<file path="src/rtl/data_path_if.sv">
// Control and data bundle for the single-bus datapath.
// The master side (control unit or bench) drives every strobe and memory data;
// the slave side (the datapath) returns the bus, the MAR address and CON FF.
interface data_path_if;
    logic [31:0] Mdatain;
    logic        MD_read;
    logic        Read;
    logic        Write;

    logic        PCout;
    logic        MDRout;
    logic        Zlowout;
    logic        Zhighout;
    logic        Csignout;
    logic        Rout;
    logic        BAout;

    logic        PCin;
    logic        IRin;
    logic        MARin;
    logic        MDRin;
    logic        Yin;
    logic        Zlowin;
    logic        Zhighin;
    logic        Rin;
    logic        CONin;

    logic        Gra;
    logic        Grb;
    logic        IncPC;
    logic        ADD;

    logic        CONFF;
    logic [31:0] BusMuxOut;
    logic [31:0] MAR_q;

    modport master (
        output Mdatain, MD_read, Read, Write,
        output PCout, MDRout, Zlowout, Zhighout, Csignout, Rout, BAout,
        output PCin, IRin, MARin, MDRin, Yin, Zlowin, Zhighin, Rin, CONin,
        output Gra, Grb, IncPC, ADD,
        input  CONFF, BusMuxOut, MAR_q
    );

    modport slave (
        input  Mdatain, MD_read, Read, Write,
        input  PCout, MDRout, Zlowout, Zhighout, Csignout, Rout, BAout,
        input  PCin, IRin, MARin, MDRin, Yin, Zlowin, Zhighin, Rin, CONin,
        input  Gra, Grb, IncPC, ADD,
        output CONFF, BusMuxOut, MAR_q
    );
endinterface

</file>
<file path="src/rtl/data_path.sv">
// 32-bit single-bus CPU datapath: R0-R15, PC, IR, MAR, MDR, Y, 64-bit Z,
// a small ALU and the branch-condition flip-flop. All sequencing comes from
// the external controller through the interface strobes.
module data_path (
    input  logic       clock,
    input  logic       clear,
    data_path_if.slave dp
);

    logic [31:0] r_regFile [16];
    logic [31:0] r_pc;
    logic [31:0] r_ir;
    logic [31:0] r_mar;
    logic [31:0] r_mdr;
    logic [31:0] r_y;
    logic [63:0] r_z;
    logic        r_conff;

    logic [3:0]  w_ra;
    logic [3:0]  w_rb;
    logic [1:0]  w_c2;
    logic [31:0] w_csign;
    logic        w_regSelValid;
    logic [3:0]  w_regIdx;
    logic [31:0] w_regValue;
    logic [31:0] w_bus;
    logic [31:0] w_aluResult;
    logic [31:0] w_mdrIn;
    logic        w_condition;
    logic [5:0]  w_unused;

    // Instruction fields; C is the sign-extended 19-bit immediate
    assign w_ra    = r_ir[26:23];
    assign w_rb    = r_ir[22:19];
    assign w_c2    = r_ir[20:19];
    assign w_csign = {{13{r_ir[18]}}, r_ir[18:0]};

    // The memory-write strobe and the opcode bits have no effect inside the datapath
    assign w_unused = {dp.Write, r_ir[31:27]};

    // Register-file index: ra takes precedence over rb, no selection reads as 0
    always_comb begin
        w_regSelValid = dp.Gra | dp.Grb;
        w_regIdx      = 4'd0;
        if (dp.Gra) begin
            w_regIdx = w_ra;
        end else if (dp.Grb) begin
            w_regIdx = w_rb;
        end
        w_regValue = w_regSelValid ? r_regFile[w_regIdx] : 32'd0;
    end

    // Bus source priority encoder; BAout forces R0 to read as zero
    always_comb begin
        w_bus = 32'd0;
        if (dp.PCout) begin
            w_bus = r_pc;
        end else if (dp.MDRout) begin
            w_bus = r_mdr;
        end else if (dp.Zlowout) begin
            w_bus = r_z[31:0];
        end else if (dp.Zhighout) begin
            w_bus = r_z[63:32];
        end else if (dp.Csignout) begin
            w_bus = w_csign;
        end else if (dp.Rout) begin
            w_bus = w_regValue;
        end else if (dp.BAout) begin
            w_bus = (w_regIdx == 4'd0) ? 32'd0 : w_regValue;
        end
    end

    // ALU with A from Y and B from the bus; IncPC wins over ADD
    always_comb begin
        w_aluResult = 32'd0;
        if (dp.IncPC) begin
            w_aluResult = w_bus + 32'd1;
        end else if (dp.ADD) begin
            w_aluResult = r_y + w_bus;
        end
    end

    // MDR takes memory data on a read, otherwise the bus
    assign w_mdrIn = (dp.MD_read | dp.Read) ? dp.Mdatain : w_bus;

    // Branch condition evaluated on the bus value according to C2
    always_comb begin
        w_condition = 1'b0;
        case (w_c2)
            2'b00:   w_condition = (w_bus == 32'd0);
            2'b01:   w_condition = (w_bus != 32'd0);
            2'b10:   w_condition = ~w_bus[31];
            default: w_condition = w_bus[31];
        endcase
    end

    // General-purpose register file, written from the bus under Rin
    always_ff @(posedge clock or negedge clear) begin
        if (!clear) begin
            for (int i = 0; i < 16; i++) begin
                r_regFile[i] <= 32'd0;
            end
        end else if (dp.Rin && w_regSelValid) begin
            r_regFile[w_regIdx] <= w_bus;
        end
    end

    // Dedicated registers PC, IR, MAR, MDR and Y
    always_ff @(posedge clock or negedge clear) begin
        if (!clear) begin
            r_pc  <= 32'd0;
            r_ir  <= 32'd0;
            r_mar <= 32'd0;
            r_mdr <= 32'd0;
            r_y   <= 32'd0;
        end else begin
            if (dp.PCin)  r_pc  <= w_bus;
            if (dp.IRin)  r_ir  <= w_bus;
            if (dp.MARin) r_mar <= w_bus;
            if (dp.MDRin) r_mdr <= w_mdrIn;
            if (dp.Yin)   r_y   <= w_bus;
        end
    end

    // Z halves load independently; the ALU upper word is always zero
    always_ff @(posedge clock or negedge clear) begin
        if (!clear) begin
            r_z <= 64'd0;
        end else begin
            if (dp.Zlowin)  r_z[31:0]  <= w_aluResult;
            if (dp.Zhighin) r_z[63:32] <= 32'd0;
        end
    end

    // CON FF captures the branch condition under CONin
    always_ff @(posedge clock or negedge clear) begin
        if (!clear) begin
            r_conff <= 1'b0;
        end else if (dp.CONin) begin
            r_conff <= w_condition;
        end
    end

    assign dp.BusMuxOut = w_bus;
    assign dp.MAR_q     = r_mar;
    assign dp.CONFF     = r_conff;

endmodule

</file>
<file path="src/flat_wrapper.sv">
// flat-port wrapper written by rule: the top's interface ports become plain ports
module data_path_flat 
  (clock, clear, dp_Mdatain, dp_MD_read, dp_Read, dp_Write, dp_PCout, dp_MDRout, dp_Zlowout, dp_Zhighout, dp_Csignout, dp_Rout, dp_BAout, dp_PCin, dp_IRin, dp_MARin, dp_MDRin, dp_Yin, dp_Zlowin, dp_Zhighin, dp_Rin, dp_CONin, dp_Gra, dp_Grb, dp_IncPC, dp_ADD, dp_CONFF, dp_BusMuxOut, dp_MAR_q);
  data_path_if dp_i ();
  input  logic clock;
  input  logic clear;
  input wire logic [$bits(dp_i.Mdatain)-1:0] dp_Mdatain;
  input wire logic [$bits(dp_i.MD_read)-1:0] dp_MD_read;
  input wire logic [$bits(dp_i.Read)-1:0] dp_Read;
  input wire logic [$bits(dp_i.Write)-1:0] dp_Write;
  input wire logic [$bits(dp_i.PCout)-1:0] dp_PCout;
  input wire logic [$bits(dp_i.MDRout)-1:0] dp_MDRout;
  input wire logic [$bits(dp_i.Zlowout)-1:0] dp_Zlowout;
  input wire logic [$bits(dp_i.Zhighout)-1:0] dp_Zhighout;
  input wire logic [$bits(dp_i.Csignout)-1:0] dp_Csignout;
  input wire logic [$bits(dp_i.Rout)-1:0] dp_Rout;
  input wire logic [$bits(dp_i.BAout)-1:0] dp_BAout;
  input wire logic [$bits(dp_i.PCin)-1:0] dp_PCin;
  input wire logic [$bits(dp_i.IRin)-1:0] dp_IRin;
  input wire logic [$bits(dp_i.MARin)-1:0] dp_MARin;
  input wire logic [$bits(dp_i.MDRin)-1:0] dp_MDRin;
  input wire logic [$bits(dp_i.Yin)-1:0] dp_Yin;
  input wire logic [$bits(dp_i.Zlowin)-1:0] dp_Zlowin;
  input wire logic [$bits(dp_i.Zhighin)-1:0] dp_Zhighin;
  input wire logic [$bits(dp_i.Rin)-1:0] dp_Rin;
  input wire logic [$bits(dp_i.CONin)-1:0] dp_CONin;
  input wire logic [$bits(dp_i.Gra)-1:0] dp_Gra;
  input wire logic [$bits(dp_i.Grb)-1:0] dp_Grb;
  input wire logic [$bits(dp_i.IncPC)-1:0] dp_IncPC;
  input wire logic [$bits(dp_i.ADD)-1:0] dp_ADD;
  output wire logic [$bits(dp_i.CONFF)-1:0] dp_CONFF;
  output wire logic [$bits(dp_i.BusMuxOut)-1:0] dp_BusMuxOut;
  output wire logic [$bits(dp_i.MAR_q)-1:0] dp_MAR_q;
  assign dp_i.Mdatain = dp_Mdatain;
  assign dp_i.MD_read = dp_MD_read;
  assign dp_i.Read = dp_Read;
  assign dp_i.Write = dp_Write;
  assign dp_i.PCout = dp_PCout;
  assign dp_i.MDRout = dp_MDRout;
  assign dp_i.Zlowout = dp_Zlowout;
  assign dp_i.Zhighout = dp_Zhighout;
  assign dp_i.Csignout = dp_Csignout;
  assign dp_i.Rout = dp_Rout;
  assign dp_i.BAout = dp_BAout;
  assign dp_i.PCin = dp_PCin;
  assign dp_i.IRin = dp_IRin;
  assign dp_i.MARin = dp_MARin;
  assign dp_i.MDRin = dp_MDRin;
  assign dp_i.Yin = dp_Yin;
  assign dp_i.Zlowin = dp_Zlowin;
  assign dp_i.Zhighin = dp_Zhighin;
  assign dp_i.Rin = dp_Rin;
  assign dp_i.CONin = dp_CONin;
  assign dp_i.Gra = dp_Gra;
  assign dp_i.Grb = dp_Grb;
  assign dp_i.IncPC = dp_IncPC;
  assign dp_i.ADD = dp_ADD;
  assign dp_CONFF = dp_i.CONFF;
  assign dp_BusMuxOut = dp_i.BusMuxOut;
  assign dp_MAR_q = dp_i.MAR_q;
  data_path u_core (.clock(clock), .clear(clear), .dp(dp_i));
endmodule
</file>
<file path="config.mk">
export PLATFORM = sky130hd
export DESIGN_NAME = data_path_flat
export DESIGN_NICKNAME = d
export VERILOG_FILES = /design/src/rtl/data_path_if.sv /design/src/rtl/data_path.sv /design/src/flat_wrapper.sv
export SDC_FILE = /design/constraint.sdc
export NUM_CORES = 2
export LEC_CHECK = 0
export BUFFER_PORTS_ARGS = -buffer_cell sky130_fd_sc_hd__buf_2
export CORE_MARGIN = 4
export CORE_UTILIZATION = 67
export DETAILED_ROUTE_END_ITERATION = 8
export PLACE_DENSITY_LB_ADDON = 0.05
export SLEW_MARGIN = 10
export SYNTH_ARGS = -nofsm -noshare
export SYNTH_HDL_FRONTEND = slang
export SYNTH_SLANG_ARGS = --single-unit
</file>
<file path="constraint.sdc">
create_clock -name clock -period 9.2 [get_ports clock]
set_clock_uncertainty 0.05 [all_clocks]
set_input_delay 1.84 -clock clock [delete_from_list [all_inputs] [get_ports clock]]
set_output_delay 1.84 -clock clock [all_outputs]
set_load 0.03 [all_outputs]
</file>
==> flow_metrics.py <==
metrics = {
    "sta": {
        "hold_viol": 0,
        "post-route-period-util": 0.8273,
        "finalCriticalPeriod_ns": 7.612,
        "worst_pin_slew_ns": 1.345,
        "relSlewSlack": 0.09388,
        "fmax_mhz": 131.4,
        "tns_ns": 0,
        "setup_viol": 0,
        "rsz0062_at_grt": "no",
        "drv_slew": 0,
    },
    "setup_path": {
        "reg2reg_slack_ns": 2.79,
        "startpoint_type": "input port",
        "cp_max_fo": 72,
        "worstPathRequired_ns": 7.31,
        "rr_worst_depth": 20,
        "arrival_ns": 5.72,
        "end_kind": "output pin",
        "path_class": "input port to output pin",
    },
    "grt": {
        "grt_usage": 0.4029,
        "antenna_found_initial": 4,
        "grt_max_degree": 197,
        "grt-ovfl-total": 0,
        "grt_pass1_wl_um": 166300,
        "first_global_vias": 28510,
    },
    "cts": {
        "htree_levels": 3,
        "cts.sinks": 700,
        "post_cts_buffers": 0,
        "root_buffer": "clkbuf_16",
        "clockBufferDepth": 3,
        "clk_latency_ns": 0.62,
        "path_clk_slew_ns": 0.06,
        "hold_buffers": 0,
        "post_cts_resized": 0,
        "cts_buffers": 74,
        "cts_tree": "yes",
    },
    "synthesis": {
        "syn_area_um2": 33450,
        "synth.top_cells.by_area": "dfrtp_1 (52%), nand2_1 (9.0%), o21ai_0 (8.3%)",
        "synth_ff_type": "dfrtp_1",
        "synth_area_leader_cell": "dfrtp_1",
        "avgSynthCellArea_um2": 9.249,
        "async_flop_share": 1.000,
        "synth_cell_type_count": 84,
        "syn-num-nets": 3715,
        "ys_ff_latch": 700,
        "synth_top_area_frac": 0.5236,
        "synth-seq-area-share": 0.5236,
        "ys_warn_count": 0,
        "synth_edf_count": 0,
        "syn_inst": 3617,
    },
    "finish": {
        "fin_cells": 4326,
        "multi_input_area_um2": 14510,
        "fill_cells": 3570,
        "nNetsFinal": 3699,
        "regArea_um2": 17520,
        "syn_to_final_growth_pct": 10.42,
        "final_layout_size_suffix_gt1_frac": 0.1282,
    },
    "min_path": {
        "hold_class": "register to register",
        "whs_path_depth": 2,
    },
    "pwr": {
        "switching_share": 0.3577,
        "ir_worst_vdd_v": 0.0002192,
        "p_switching_mw": 4.057,
        "combPwrFrac": 0.295,
        "p_int_mw": 7.284,
        "p_per_area_nw_per_um2": 307.0,
        "power_leakage_nw": 16.65,
        "seq_power_share": 0.439,
        "power_frac_clock": 0.266,
    },
    "detailed_routing": {
        "drc": 0,
        "wl_met1_um": 40280,
        "wl_met2_um": 47730,
        "wirelength_um": 107900,
        "drt-pass1-iter-count": 7,
        "vias": 29050,
        "top_layer_used": "met5",
        "wl_met3_um": 14380,
        "ant_nets": 0,
        "drtIter0Drc": 4360,
        "viasPerCell": 6.715,
        "wl_per_cell_um": 24.93,
    },
    "floorplan": {
        "start_util": 0.6806,
        "die-area_um2": 53570,
        "io-pin-count": 122,
        "core_um2": 49150,
        "die_w_um": 231.5,
        "dieHeight_um": 231.5,
        "fp-row-count": 81,
    },
    "status": {
        "status": "finished clean",
    },
    "placed_design": {
        "io_buffers": 119,
        "gp_congestion": 0.9390,
        "dpl.hpwl_um": 68020,
        "dp_cells": 4189,
    },
    "run": {
        "maxCapViolations": 0,
    },
}
-- worst max-delay path: stages --
cell	delay, ns
buf_2	0.21
nand3b_1	0.55
nand2_4	0.56
buf_12	0.41
nor2_1	0.26
a221o_1	0.45
o31ai_2	0.35
o221ai_2	0.46
inv_2	0.34
buf_2	0.25
-- cell usage after synthesis (14+ instances only) --
library cell / number
and3_1: 42
nor3_1: 31
o21ai_0: 554
clkbuf_1: 235
xnor2_1: 29
o22ai_1: 29
dfrtp_1: 700
xor2_1: 16
a211oi_1: 28
nand3_1: 53
buf_4: 24
a31oi_1: 31
buf_2: 33
a2111oi_0: 27
nor2_1: 202
inv_1: 55
a21oi_1: 177
a21o_1: 16
mux2_2: 74
nand4_1: 19
a32oi_1: 37
mux2i_1: 95
nand2_1: 798
a221oi_1: 34
o221ai_1: 14
ha_1: 40
-- through the flow --
stage / instance area (um2) / hold slack, ns / total power [mW] / setup slack, ns / utilization
2_1_floorplan: 33450 / 0.3904 / 7.101 / 2.221 / -
3_3_place_gp: 34480 / 0.4037 / 7.998 / 1.348 / 0.7014
3_5_place_dp: 34480 / 0.4111 / 8.230 / 1.264 / 0.7015
4_1_cts: 36930 / 0.4242 / 11.25 / 1.737 / 0.7513
5_1_grt: 36930 / 0.4327 / 11.96 / 1.536 / 0.7513
6_report: 36940 / 0.4244 / 11.34 / 1.588 / 0.7515
-- layout make-up --
| cell class | instances | share of cell area |
|---|---|---|
| Antenna cell | 4 | 0.0002710 |
| Clock buffer | 113 | 0.06212 |
| Clock inverter | 20 | 0.004234 |
| Inverter | 57 | 0.005792 |
| Multi-Input combinational cell | 2554 | 0.3928 |
| Sequential cell | 700 | 0.4742 |
| Tap cell | 664 | 0.02249 |
| Timing Repair Buffer | 214 | 0.03807 |
-- logic make-up after synthesis --
| kind of cell | after synthesis | share of synthesized area |
|---|---|---|
| AOI/OAI and AO/OA | 1063 | 0.1901 |
| xor gates and xnor gates | 45 | 0.01178 |
| adders and majority gates | 41 | 0.01556 |
| buffers and inverters | 363 | 0.04626 |
| DFF | 700 | 0.5236 |
| muxes | 175 | 0.05737 |
| and+or+nand+nor | 1230 | 0.1553 |
-- layout by cell type (no fill, tap or decap), drive strengths merged, types with 7 or more instances in the layout --
| cell | instances |
|---|---|
| a2111oi | 27 |
| a211oi | 28 |
| a21o | 16 |
| a21oi | 177 |
| a221o | 7 |
| a221oi | 34 |
| a22oi | 10 |
| a31oi | 31 |
| a32o | 7 |
| a32oi | 38 |
| and2 | 9 |
| and3 | 42 |
| buf | 214 |
| clkbuf | 113 |
| clkinv | 16 |
| dfrtp | 700 |
| ha | 40 |
| inv | 58 |
| mux2 | 74 |
| mux2i | 95 |
| nand2 | 802 |
| nand2b | 9 |
| nand3 | 53 |
| nand4 | 20 |
| nor2 | 205 |
| nor2b | 8 |
| nor3 | 31 |
| nor4 | 15 |
| o2111ai | 9 |
| o21a | 7 |
| o21ai | 559 |
| o221ai | 15 |
| o22a | 8 |
| o22ai | 29 |
| or3 | 10 |
| xnor2 | 29 |
| xor2 | 16 |
-- per-layer routing --
metal | up-vias | global-route usage
met5 | - | 0
met4 | 2 | 0.1825
met3 | 368 | 0.1265
met2 | 1865 | 0.6079
met1 | 14190 | 0.5408
li1 | 12630 | -
-- state kept, by name (all words and copies together) (netlist names) --
signal,count
u_core.r_ir,27
u_core.r_pc,32
u_core.r_regFile,512
u_core.dp.CONFF,1
u_core.r_y,32
u_core.dp.MAR_q,32
u_core.r_z,32
u_core.r_mdr,32
-- power groups by stage --
stage                     registers (mW)  logic (mW)  clock network, mW
after floorplan                     4.85        2.25                  0
after global placement              4.90        3.10                  0
after detailed placement            4.98        3.25                  0
after CTS                           4.95        3.28               3.02
after global routing                5.10        3.71               3.15
final                               4.98        3.35               3.01
-- path summary, 6_finish.rpt --
| path | from | to |
|---|---|---|
| worst min register to register | u_core.r_regFile[303] | u_core.r_regFile[303] |
| worst max register to register | u_core.r_ir[20] | u_core.r_z[31] |
| min in group asynchronous | clear | u_core.r_regFile[157] |
| max in group asynchronous | clear | u_core.r_mdr[8] |
| worst max-delay path | dp_Gra | dp_BusMuxOut[15] |
| worst min-delay path | u_core.r_regFile[303] | u_core.r_regFile[303] |
(Power assumes the default switching activity.)
